==> config.mk <==
export PLATFORM = sky130hd
export DESIGN_NAME = fetch_sequencer
export DESIGN_NICKNAME = d
export VERILOG_FILES = /design/src/rtl/fetch_sequencer.sv
export SDC_FILE = /design/constraint.sdc
export NUM_CORES = 1
export LEC_CHECK = 0
export CORE_MARGIN = 2
export CORE_UTILIZATION = 49
export CTS_BUF_LIST = sky130_fd_sc_hd__clkbuf_16
export DETAILED_ROUTE_END_ITERATION = 16
export GPL_TIMING_DRIVEN = 0
export PLACE_DENSITY = 0.81
export SLEW_MARGIN = 30
export SYNTH_ARGS = -nofsm -noshare
export SYNTH_HDL_FRONTEND = slang
export SYNTH_SLANG_ARGS = --single-unit
==> constraint.sdc <==
create_clock -name clk -period 2.1 [get_ports clk]
set_input_delay 0.21 -clock clk [delete_from_list [all_inputs] [get_ports clk]]
set_output_delay 0.21 -clock clk [all_outputs]
set_load 0.1 [all_outputs]
==> src/rtl/fetch_sequencer.sv <==
// fetch_sequencer: four-phase instruction sequencer with program counter,
// jump/call/return redirection and a return-address stack.
// Ports:
//   clk, reset (sync, active-high), start/start_addr (begin from IDLE),
//   jump/call/ret/target/halt_req (sampled only at stage 11),
//   pc, stage, running, done, stk_ovf, stk_unf (sticky stack errors).
module fetch_sequencer #(
   parameter int PCWidth    = 10,
   parameter int StackDepth = 4
) (
   input  logic               clk,
   input  logic               reset,
   input  logic               start,
   input  logic [PCWidth-1:0] start_addr,
   input  logic               jump,
   input  logic               call,
   input  logic               ret,
   input  logic [PCWidth-1:0] target,
   input  logic               halt_req,
   output logic [PCWidth-1:0] pc,
   output logic [1:0]         stage,
   output logic               running,
   output logic               done,
   output logic               stk_ovf,
   output logic               stk_unf
);

   localparam int SpW      = $clog2(StackDepth + 1);
   localparam int IdxW     = (StackDepth > 1) ? $clog2(StackDepth) : 1;
   localparam int StackLen = 1 << IdxW;

   localparam logic [1:0] IDLE = 2'd0;
   localparam logic [1:0] RUN  = 2'd1;
   localparam logic [1:0] HALT = 2'd2;

   logic [1:0]         state;
   logic [SpW-1:0]     sp;
   logic [PCWidth-1:0] stk [StackLen];
   logic [PCWidth-1:0] pc_inc;
   logic [IdxW-1:0]    push_idx;
   logic [IdxW-1:0]    top_idx;
   logic               stk_full;
   logic               stk_empty;

   assign pc_inc    = pc + PCWidth'(1);
   assign push_idx  = IdxW'(sp);
   assign top_idx   = IdxW'(sp - SpW'(1));
   assign stk_full  = (sp == SpW'(StackDepth));
   assign stk_empty = (sp == '0);
   assign running   = (state == RUN);
   assign done      = (state == HALT);

   always_ff @(posedge clk) begin
      if (reset) begin
         state   <= IDLE;
         pc      <= '0;
         stage   <= 2'b00;
         sp      <= '0;
         stk_ovf <= 1'b0;
         stk_unf <= 1'b0;
      end else begin
         case (state)
            IDLE: begin
               stage <= 2'b00;
               if (start) begin
                  pc    <= start_addr;
                  state <= RUN;
               end
            end
            RUN: begin
               // Stage wraps 11->00, so every exit to HALT lands on 00.
               stage <= stage + 2'd1;
               if (stage == 2'b11) begin
                  if (halt_req) begin
                     state <= HALT;
                  end else if (jump && call) begin
                     if (stk_full) begin
                        stk_ovf <= 1'b1;
                        state   <= HALT;
                     end else begin
                        stk[push_idx] <= pc_inc;
                        sp            <= sp + SpW'(1);
                        pc            <= target;
                     end
                  end else if (jump && ret) begin
                     if (stk_empty) begin
                        stk_unf <= 1'b1;
                        state   <= HALT;
                     end else begin
                        pc <= stk[top_idx];
                        sp <= sp - SpW'(1);
                     end
                  end else if (jump) begin
                     pc <= target;
                  end else begin
                     pc <= pc_inc;
                  end
               end
            end
            HALT: begin
            end
            default: state <= IDLE;
         endcase
      end
   end

endmodule

==> results by group <==
Worst setup path
  – CP required: 1.89 ns
  – Worst path bufs/invs: 1
  – CP delay by family, top: buffers and inverters
  – CP cell instances: clkdlybuf4s50_1
  – Critical R2R Launch: sp[0]
  – Setup slack, reg-to-reg: 0.10 ns
  – Critical path type: flip-flop to output pin
  – CP endpoint kind: output pin
  – R2R cell count: 9
  – Levels on crit path: 1
  – CP Max Fanout: 6
  – Critical path arrival: roughly 1.9 ns
  – Slowest cell on crit path: clkdlybuf4s50_1
  – FF-to-FF End: pc[9]
  – Critical Path Max Stage Delay: 1.15 ns
  – Worst setup startpoint: pc[1]
  – Last element of the critical path: pc[1]
  – Startpoint Class: flip-flop

Power
  – Sequential power share: 0.442
  – Logic pwr share: 0.138
  – PwrDens: 780.3 nW/µm²
  – Switching Fraction: 0.2619
  – Clock power share: 0.420
  – P_leak: 1.431 nW
  – VDD IR max: 0.4682 mV
  – Internal power: 2.170 mW
  – NetSw: around 0.77 mW

Logic synthesis
  – Synth area leaders: edfxtp_1 41%, dfxtp_1 13%, mux4_2 4.6%
  – Seq cells post-synth: a little under 60
  – Post-Syn Area: 2913 µm²
  – EDFF count, synth: 40
  – Post-synth top cells: 40 x edfxtp_1, 29 x nand2_1, 22 x nor2_1
  – Post-synth top area cell: edfxtp_1
  – Unique masters post-synth: 44
  – Mapped Cells: 243
  – Syn Area/Cell: 11.99 µm²
  – Warnings, synthesis: 0
  – Post-synthesis sequential area ratio: 0.5430
  – Share of the synthesized area in the top cell type: 0.4124
  – Main synth FF type: edfxtp_1
  – Syn nets: 277
  – Ys async rst share: 0
  – Count leader, synth: edfxtp_1

CTS
  – Worst-path clk slew: 0.05 ns
  – Hold-fix buffers at CTS: 0
  – TritonCTS clock tree: built
  – H-tree depth: 3
  – CTS Sinks: 59
  – Total CTS buffers: 9
  – Maximum buffer depth of the clock tree: 2
  – Clk_lat worst skew: about 0.32 ns
  – Root buffer cell: clkbuf_16

Layout
  – Register area: between 1500 and 2000 µm²
  – Finished Cell Area: 3767 µm²
  – Final #Nets: 332
  – Area taken by multi-input logic gates: roughly 1200 µm²
  – Antenna diodes: 0
  – P&R area growth vs syn: 29.34%
  – Fillers: 468
  – Final Instance Count excl. Fillers: between 300 and 400
  – Share of layout cells above drive strength 1: 0.1815
  – Finished Core Util: 0.6478

Detailed routing
  – Via/cell ratio: 5.738
  – WL per Instance: 18.80 µm
  – Remaining DRCs: 0
  – Final wirelength: 7.107 mm
  – Drt first pass iters: 4
  – 1st-iter DRT viols: 223
  – Vias: 2169
  – Routed Antenna Nets: 0

Placement
  – DP HPWL: between 4 and 5 mm
  – Placed Area: 3431 µm²
  – Placer Congestion: 0.8832
  – PortBufs: 41
  – Placed Cells: between 300 and 400

STA
  – Skew final: 0.005913 ns
  – Final Hold Fails: 0
  – Slew Limit Headroom: 0.3492
  – Slew Limit Fails: 0
  – Min cycle time layout: a little over 2 ns
  – Setup violators final: 0
  – Worst slew pin tran: slightly below 1 ns
  – Fmax: 486.3 MHz
  – Period utilisation layout: 0.9792

Global route
  – Initial antenna violation count: 0
  – Number of global-route vias before repair: 2162
  – Pin count of the biggest net entering global routing: 11
  – GRT Total Usage: 0.2471
  – Global route overflow: 0
  – Global-route wire length before repair: 11.38 mm

Floorplan
  – Core box area: 5816 µm²
  – Site row count: 28
  – Die area: 6577 µm²
  – Initial Util: 0.5009
  – DIE HEIGHT: 81.10 µm
  – Io pins: 43
  – Die width: between 80 and 90 µm

Flow run
  – Max-cap violations: 0

Status
  – Outcome: finished clean

Worst hold path
  – Worst min path class: primary input to flip-flop
[layout by cell type, fill, tap and decap left out, types with 5 or more instances in the layout]
cell,netlist,layout
nand4_1,5,5
inv_1,7,10
a21oi_1,9,9
clkbuf_16,0,9
dfxtp_1,19,13
a211oi_1,7,7
nand3_1,6,6
o21ai_0,6,6
ha_1,7,6
xnor2_1,8,8
nor2_1,22,22
nand2_1,29,29
buf_2,5,5
dlymetal6s2s_1,0,5
clkdlybuf4s50_1,0,31
edfxtp_1,40,40
mux4_2,6,6
buf_4,2,5
[power by group through the flow]
stage	clock network [mW]	registers [mW]	logic [mW]
floorplan	0	1.44	0.148
global placement	0	1.32	0.400
detailed placement	0	1.32	0.407
CTS	1.24	1.30	0.404
global route	1.30	1.30	0.433
finish	1.23	1.30	0.405
[flip-flops by register name, indices dropped and copies added (netlist names)]
signal   flops
state        2
sp           3
stk         40
pc          10
stage        2
stk_unf      1
stk_ovf      1
[layer usage]
layer,track usage,vias to the layer above,part of all wire
met5,0,-,0
met4,0.1034,0,0.0072
met3,0.05556,6,0.10
met2,0.3785,105,0.49
met1,0.3412,1044,0.40
li1,-,1014,-
[how the worst min path moves through the flow]
stage,from,to,cells after the start
CTS,call,stk_ovf,4
finish,call,stk_ovf,4
detailed placement,stk_unf,stk_unf,2
global route,call,stk_ovf,4
global placement,stk_unf,stk_unf,2
floorplan,start_addr[3],pc[3],2
[cell families after synthesis]
group / count (synthesis) / synth area share
AND/OR/NAND/NOR: 85 / 0.1430
flip-flops: 59 / 0.5430
AO/OA/AOI/OAI: 46 / 0.1181
buffers and inverters: 22 / 0.04596
XOR/XNOR: 12 / 0.03608
multiplexers: 12 / 0.08376
adder cells (fa/ha/maj): 7 / 0.03007
[metrics by stage]
stage / setup slack [ns] / hold slack (ns) / power, mW / TNS, ns
floorplan: 0.0002467 / 0.3725 / 1.589 / 0
global placement: -0.4300 / 0.4658 / 1.723 / -18.94
detailed placement: -0.4271 / 0.4586 / 1.731 / -19.27
CTS: 0.001647 / 0.3675 / 2.948 / 0
global route: -0.0005049 / 0.4278 / 3.036 / -0.0005049
finish: 0.04371 / 0.4102 / 2.940 / 0
[layout make-up]
class,instances,area share
sequential,59,0.4238
multi-input combinational,162,0.3258
timing repair buffer,44,0.1162
clock buffer,9,0.05978
buffer,15,0.03487
tap,75,0.02491
clock inverter,7,0.007639
inverter,7,0.006974
[repair_timing]
action	in CTS	in global routing
setup endpoints to repair	54	49
setup buffers	1	2
pin swaps	1	0
gates resized for setup	24	10
No activity file was read; power rests on OpenSTA's default activity.
